--- config.mk ---
export PLATFORM = sky130hd
export DESIGN_NAME = pst_hier_seq
export DESIGN_NICKNAME = d
export VERILOG_FILES = /design/src/rtl/pst_pkg.sv /design/src/rtl/pst_layer_update.sv /design/src/rtl/pst_hier_seq.sv
export SDC_FILE = /design/constraint.sdc
export NUM_CORES = 1
export LEC_CHECK = 0
export ABC_AREA = 1
export CAP_MARGIN = 40
export CORE_MARGIN = 4
export CORE_UTILIZATION = 55
export DETAILED_ROUTE_END_ITERATION = 8
export GPL_ROUTABILITY_DRIVEN = 0
export PLACE_DENSITY = 0.72
export SLEW_MARGIN = 30
export SYNTH_ARGS = -nofsm -noshare
export SYNTH_HDL_FRONTEND = slang
export SYNTH_SLANG_ARGS = --single-unit
--- constraint.sdc ---
create_clock -name clk -period 11.3 [get_ports clk]
set_clock_uncertainty 0.05 [all_clocks]
set_input_delay 1.695 -clock clk [delete_from_list [all_inputs] [get_ports clk]]
set_output_delay 1.695 -clock clk [all_outputs]
set_load 0.005 [all_outputs]
--- src/rtl/pst_pkg.sv ---
// ============================================================================
// Module : pst_pkg
// Brief  : Shared types and helpers for the predictive phase hierarchy.
// Rev    : 1.0
// ============================================================================
`default_nettype none

package pst_pkg;

    typedef enum logic [1:0] {
        IDLE   = 2'd0,
        UPDATE = 2'd1,
        FINISH = 2'd2
    } state_t;

    localparam int PHASE_W_MAX = 16;
    localparam int ETA_CAP     = 16;
    // Half-scale of the widest supported phase; narrower widths shift it down.
    localparam logic [PHASE_W_MAX-1:0] PHASE_INIT = 16'h8000;

    typedef struct packed {
        logic                   sign;
        logic [PHASE_W_MAX-1:0] mag;
    } diff_t;

    // Shortest circular distance actual-pred; exact half-turn reports sign 0.
    function automatic diff_t phase_diff(input logic [PHASE_W_MAX-1:0] actual,
                                         input logic [PHASE_W_MAX-1:0] pred,
                                         input int pw);
        logic [PHASE_W_MAX-1:0] mask;
        logic [PHASE_W_MAX-1:0] half;
        logic [PHASE_W_MAX-1:0] d;
        diff_t                  r;
        mask = PHASE_W_MAX'((32'd1 << pw) - 32'd1);
        half = PHASE_W_MAX'(32'd1 << (pw - 1));
        d    = (actual - pred) & mask;
        if (d < half) begin
            r.sign = 1'b1;
            r.mag  = d;
        end else begin
            r.sign = 1'b0;
            r.mag  = (mask - d) + 16'd1;
        end
        return r;
    endfunction

endpackage

`default_nettype wire

--- src/rtl/pst_layer_update.sv ---
// ============================================================================
// Module : pst_layer_update
// Brief  : Combinational per-layer learning datapath (error, eta, new pred/weight).
// Rev    : 1.0
// ============================================================================
`default_nettype none

module pst_layer_update
    import pst_pkg::*;
#(
    parameter int PW          = 8,
    parameter int ETA_LTP     = 4,
    parameter int ETA_LTD     = 3,
    parameter int WINDOW      = 128,
    parameter int BOOST_SHIFT = 2
) (
    input  logic [PW-1:0] i_actual,
    input  logic [PW-1:0] i_pred,
    input  logic [7:0]    i_weight,
    input  logic [PW-1:0] i_upper_err,
    input  logic          i_boost_en,
    input  logic          i_frozen,
    output logic          o_err_sign,
    output logic [PW-1:0] o_err_mag,
    output logic [7:0]    o_boost,
    output logic [PW-1:0] o_new_pred,
    output logic [7:0]    o_new_weight
);

    diff_t         w_diff;
    logic [PW+7:0] w_boost_wide;
    logic [8:0]    w_eta_sum;
    logic [4:0]    w_eta;
    logic [PW+4:0] w_prod;
    logic [PW-1:0] w_step;
    logic [8:0]    w_wsum;
    logic          w_in_window;

    assign w_diff     = phase_diff(PHASE_W_MAX'(i_actual), PHASE_W_MAX'(i_pred), PW);
    assign o_err_sign = w_diff.sign;
    assign o_err_mag  = PW'(w_diff.mag);

    assign w_boost_wide = {8'd0, i_upper_err} >> BOOST_SHIFT;
    assign o_boost      = !i_boost_en ? 8'd0 :
                          (w_boost_wide > (PW+8)'(255)) ? 8'hFF : 8'(w_boost_wide);

    assign w_eta_sum = 9'(ETA_LTP) + {1'b0, o_boost};
    assign w_eta     = (w_eta_sum > 9'(ETA_CAP)) ? 5'(ETA_CAP) : 5'(w_eta_sum);

    // eta never exceeds 16, so the shifted product never exceeds the error.
    assign w_prod = {5'd0, o_err_mag} * (PW+5)'(w_eta);
    assign w_step = PW'(w_prod >> 4);

    assign w_in_window = ({1'b0, o_err_mag} < (PW+1)'(WINDOW));
    assign w_wsum      = {1'b0, i_weight} + 9'(ETA_LTP);

    always_comb begin
        o_new_pred   = i_pred;
        o_new_weight = i_weight;
        if (!i_frozen) begin
            if (w_in_window) begin
                o_new_pred   = o_err_sign ? (i_pred + w_step) : (i_pred - w_step);
                o_new_weight = w_wsum[8] ? 8'hFF : w_wsum[7:0];
            end else begin
                o_new_weight = (i_weight < 8'(ETA_LTD)) ? 8'd0 : (i_weight - 8'(ETA_LTD));
            end
        end
    end

endmodule

`default_nettype wire

--- src/rtl/pst_hier_seq.sv ---
// ============================================================================
// Module : pst_hier_seq
// Brief  : Multi-layer predictive phase hierarchy, one shared update per clock.
// Rev    : 1.0
// ============================================================================
`default_nettype none

module pst_hier_seq
    import pst_pkg::*;
#(
    parameter int NUM_LAYERS  = 4,
    parameter int PW          = 8,
    parameter int W_INIT      = 128,
    parameter int ETA_LTP     = 4,
    parameter int ETA_LTD     = 3,
    parameter int WINDOW      = 128,
    parameter int BOOST_SHIFT = 2,
    parameter int LW          = $clog2(NUM_LAYERS)
) (
    input  logic                  clk,
    input  logic                  rst,
    input  logic                  cycle_start,
    input  logic [PW-1:0]         phase_in,
    input  logic                  fired_in,
    input  logic [NUM_LAYERS-1:0] freeze_mask,
    input  logic [LW-1:0]         mon_sel,
    output logic [PW-1:0]         mon_pred,
    output logic [PW-1:0]         mon_err,
    output logic                  mon_sign,
    output logic [7:0]            mon_weight,
    output logic [7:0]            mon_boost,
    output logic [PW-1:0]         pred_top,
    output logic                  busy,
    output logic                  done,
    output logic                  err_valid,
    output logic                  overrun
);

    localparam logic [PW-1:0] c_phase_init = PW'(PHASE_INIT >> (PHASE_W_MAX - PW));
    localparam logic [LW-1:0] c_top        = LW'(NUM_LAYERS - 1);

    state_t                r_state;
    logic [LW-1:0]         r_k;
    logic [PW-1:0]         r_phase;
    logic                  r_fired;
    logic [NUM_LAYERS-1:0] r_freeze;
    logic                  r_busy, r_done, r_err_valid, r_overrun;

    logic [PW-1:0] r_pred   [NUM_LAYERS];
    logic [7:0]    r_weight [NUM_LAYERS];
    logic [PW-1:0] r_err    [NUM_LAYERS];
    logic          r_sign   [NUM_LAYERS];
    logic [7:0]    r_boost  [NUM_LAYERS];

    logic [LW-1:0] w_k_up, w_k_dn;
    logic          w_top, w_sel_ok;
    logic [PW-1:0] w_actual, w_err, w_new_pred;
    logic          w_sign;
    logic [7:0]    w_boost, w_new_weight;

    assign w_k_up   = r_k + LW'(1);
    assign w_k_dn   = r_k - LW'(1);
    assign w_top    = (r_k == c_top);
    // Layers above the bottom learn from the prediction just written below them.
    assign w_actual = (r_k == '0) ? r_phase : r_pred[w_k_dn];

    pst_layer_update #(
        .PW          (PW),
        .ETA_LTP     (ETA_LTP),
        .ETA_LTD     (ETA_LTD),
        .WINDOW      (WINDOW),
        .BOOST_SHIFT (BOOST_SHIFT)
    ) u_update (
        .i_actual     (w_actual),
        .i_pred       (r_pred[r_k]),
        .i_weight     (r_weight[r_k]),
        .i_upper_err  (r_err[w_k_up]),
        .i_boost_en   (!w_top && !r_freeze[w_k_up]),
        .i_frozen     (r_freeze[r_k]),
        .o_err_sign   (w_sign),
        .o_err_mag    (w_err),
        .o_boost      (w_boost),
        .o_new_pred   (w_new_pred),
        .o_new_weight (w_new_weight)
    );

    always_ff @(posedge clk or posedge rst) begin
        if (rst) begin
            r_state     <= IDLE;
            r_k         <= '0;
            r_phase     <= '0;
            r_fired     <= 1'b0;
            r_freeze    <= '0;
            r_busy      <= 1'b0;
            r_done      <= 1'b0;
            r_err_valid <= 1'b0;
            r_overrun   <= 1'b0;
            for (int i = 0; i < NUM_LAYERS; i++) begin
                r_pred[i]   <= c_phase_init;
                r_weight[i] <= 8'(W_INIT);
                r_err[i]    <= '0;
                r_sign[i]   <= 1'b0;
                r_boost[i]  <= '0;
            end
        end else begin
            r_done <= 1'b0;
            if (cycle_start && r_busy)
                r_overrun <= 1'b1;
            case (r_state)
                IDLE: begin
                    if (cycle_start) begin
                        r_phase  <= phase_in;
                        r_fired  <= fired_in;
                        r_freeze <= freeze_mask;
                        r_k      <= '0;
                        if (fired_in) begin
                            r_state <= UPDATE;
                            r_busy  <= 1'b1;
                        end else begin
                            r_state     <= FINISH;
                            r_err_valid <= 1'b0;
                        end
                    end
                end
                UPDATE: begin
                    r_pred[r_k]   <= w_new_pred;
                    r_weight[r_k] <= w_new_weight;
                    r_err[r_k]    <= w_err;
                    r_sign[r_k]   <= w_sign;
                    r_boost[r_k]  <= w_boost;
                    if (w_top)
                        r_state <= FINISH;
                    else
                        r_k <= w_k_up;
                end
                FINISH: begin
                    r_done      <= 1'b1;
                    r_err_valid <= r_fired;
                    r_busy      <= 1'b0;
                    r_state     <= IDLE;
                end
                default: r_state <= IDLE;
            endcase
        end
    end

    assign w_sel_ok   = ({1'b0, mon_sel} < (LW+1)'(NUM_LAYERS));
    assign mon_pred   = w_sel_ok ? r_pred[mon_sel]   : '0;
    assign mon_err    = w_sel_ok ? r_err[mon_sel]    : '0;
    assign mon_sign   = w_sel_ok ? r_sign[mon_sel]   : 1'b0;
    assign mon_weight = w_sel_ok ? r_weight[mon_sel] : '0;
    assign mon_boost  = w_sel_ok ? r_boost[mon_sel]  : '0;
    assign pred_top   = r_pred[NUM_LAYERS-1];
    assign busy       = r_busy;
    assign done       = r_done;
    assign err_valid  = r_err_valid;
    assign overrun    = r_overrun;

endmodule

`default_nettype wire

==> results.json <==
{
  "setup_tns_ns": 0,
  "root_buffer": "clkbuf_16",
  "avgSynthCellArea_um2": 7.10,
  "antennaDiodeCount": 0,
  "antenna_found_initial": 0,
  "drive_above_1_share_pct": 6.47,
  "slew_violations": 0,
  "cts_max_level": 4,
  "std_cell_rows": 49,
  "rsz0062_at_grt": "false",
  "ys_top_cells_by_area": "dfrtp_1, nand2_1, o21ai_0",
  "grt_overflow_total": 0,
  "synth-seq-cells": 145,
  "viasPerCell": 5.63,
  "io_buffer_count": 60,
  "clk_pin_slew_ns": 0.07,
  "final_common_cell": "nand2_1",
  "setup_violations": 0,
  "first_pass_iters": 7,
  "crit_path_top_delay_cell": "ha_1",
  "synth_ff_type": "dfrtp_1",
  "cts_resized": 0,
  "synth_top_area_share_pct": 33.6,
  "core_area_um2": 18100,
  "rr_startpoint": "r_k[1]",
  "crit_start": "r_k[1]",
  "die_area_um2": 20800,
  "cts_made_buffers": 17,
  "utilization_pct": 63.4,
  "cp.arrival_ns": 10.13,
  "track_usage_pct": 27.2,
  "worst-path-max-fanout": 29,
  "cp_top_family": "adder cells",
  "grt_pass1_vias": 8906,
  "clock-sinks": 145,
  "worst-r2r-cell-count": 48,
  "rrSetupSlack_ns": 1.47,
  "rr_endpoint": "r_pred[15]",
  "crit_buf_inv": 8,
  "vias": 9553,
  "synth_seq_area_share_pct": 35.7,
  "fin_crit_ns": 9.83,
  "grt_pass1_wl_mm": 45.3,
  "hold_viol_final": 0,
  "max-slew-margin-rel_pct": 49.0,
  "drv_cap": 0,
  "worst_hold_slack_ns": 0.408,
  "fin_nets": 1537,
  "start_util_pct": 56.4,
  "yosys_warnings": 0,
  "synth_cell_type_count": 44,
  "max_stage_delay_ns": 0.68,
  "worstSkewPairLatency_ns": 0.43,
  "synth_edf_count": 0,
  "netlist_area_um2": 10200,
  "post-route-drc-count": 0,
  "dp_hpwl_mm": 18.9,
  "drt-initial-drc-count": 746,
  "hp-class": "flop to flop",
  "critical_path_class": "flop to flop",
  "outcome": "complete, no violations",
  "routed_wl_mm": 27.5,
  "critical_path.endpoint": "r_pred[15]",
  "async_flop_share_pct": 100,
  "stdcell_area_um2": 11500,
  "period_share_pct": 87.0,
  "cts_tree": "yes",
  "critPathLaunchType": "flop",
  "crit_path_end_kind": "flop",
  "ios": 63,
  "postRouteAntennaNets": 0,
  "synthCells": 1436,
  "tightest_slew_ns": 0.765,
  "cts_max_path_buffers": 2,
  "cpMostUsedCell": "nand2_1",
  "cts_setup_buffers": 0,
  "layout_common_cells": "nand2_1, o21ai_0, nor2_1",
  "path_depth": 48,
  "area_delta_synth_final_pct": 12.4,
  "postCtsHoldBufs": 0,
  "dpl_cell_area_um2": 10800,
  "wl_per_cell_um": 16.2,
  "grt_max_degree": 90,
  "fmax_ghz": 0.102,
  "die_width_um": 144,
  "die_h_um": 144,
  "yosys.area.top_type": "dfrtp_1",
  "worstPathRequired_ns": 11.60
}
-- flip-flops by register name, indices dropped and copies added, names as in the netlist --
name       flops
r_k            2
r_boost       24
done           1
overrun        1
r_sign         4
r_err         32
r_phase        8
pred_top       8
r_pred        24
r_freeze       4
r_fired        1
busy           1
err_valid      1
r_state        2
r_weight      32
-- per-layer routing --
metal / global-route usage, % / part of all wire [%]
met1: 36.6 / 45
met2: 45.5 / 48
met3: 5.29 / 5.9
met4: 7.02 / 1.6
met5: 0 / 0
-- cells in the mapped netlist (18+ instances only) --
library cell	instances
a21oi_1	54
clkbuf_1	43
dfrtp_1	137
fa_1	18
ha_1	46
inv_1	142
nand2_1	375
nand3_1	54
nor2_1	154
o21ai_0	226
o22ai_1	26
xor2_1	18
-- worst min-delay path by stage --
stage / startpoint / endpoint / slack [ns] / depth (start not counted)
after floorplan: r_state[0] / done / 0.38 / 1
after global placement: overrun / overrun / 0.39 / 1
after detailed placement: overrun / overrun / 0.40 / 1
after CTS: overrun / overrun / 0.42 / 1
after global routing: r_boost[5] / r_boost[5] / 0.44 / 2
final: overrun / overrun / 0.41 / 1
-- kinds of logic (layout without fill, tap and decap cells) --
family                   after synthesis  after routing  synth area share [%]
AO/OA/AOI/OAI                        345            345                  18.5
XOR/XNOR                              26             26                  2.23
adder cells (fa/ha/maj)               64             64                  9.17
buffers and inverters                229            260                  9.41
flip-flops                           145            145                  35.7
multiplexers                           1              1                0.0981
other                                  1              2                0.0368
AND/OR/NAND/NOR                      625            625                  24.9
-- per-stage QoR --
step | setup slack (ns) | cells
floorplan | 2.58 | 1437
global placement | 1.51 | 1661
detailed placement | 1.32 | 1663
CTS | 1.28 | 1695
global route | 0.709 | 1697
finish | 1.47 | 1697
-- layout make-up --
| cell class | count | area (µm²) |
|---|---|---|
| fill | 1638 | 6620 |
| multi-input combinational | 1063 | 5610 |
| sequential | 145 | 3640 |
| timing repair buffer | 77 | 771 |
| inverter | 151 | 574 |
| clock buffer | 18 | 439 |
| tap | 229 | 287 |
| clock inverter | 14 | 146 |
Power is not shown: default switching activity piles up to over one toggle a cycle in this logic, so the estimate is an artifact.
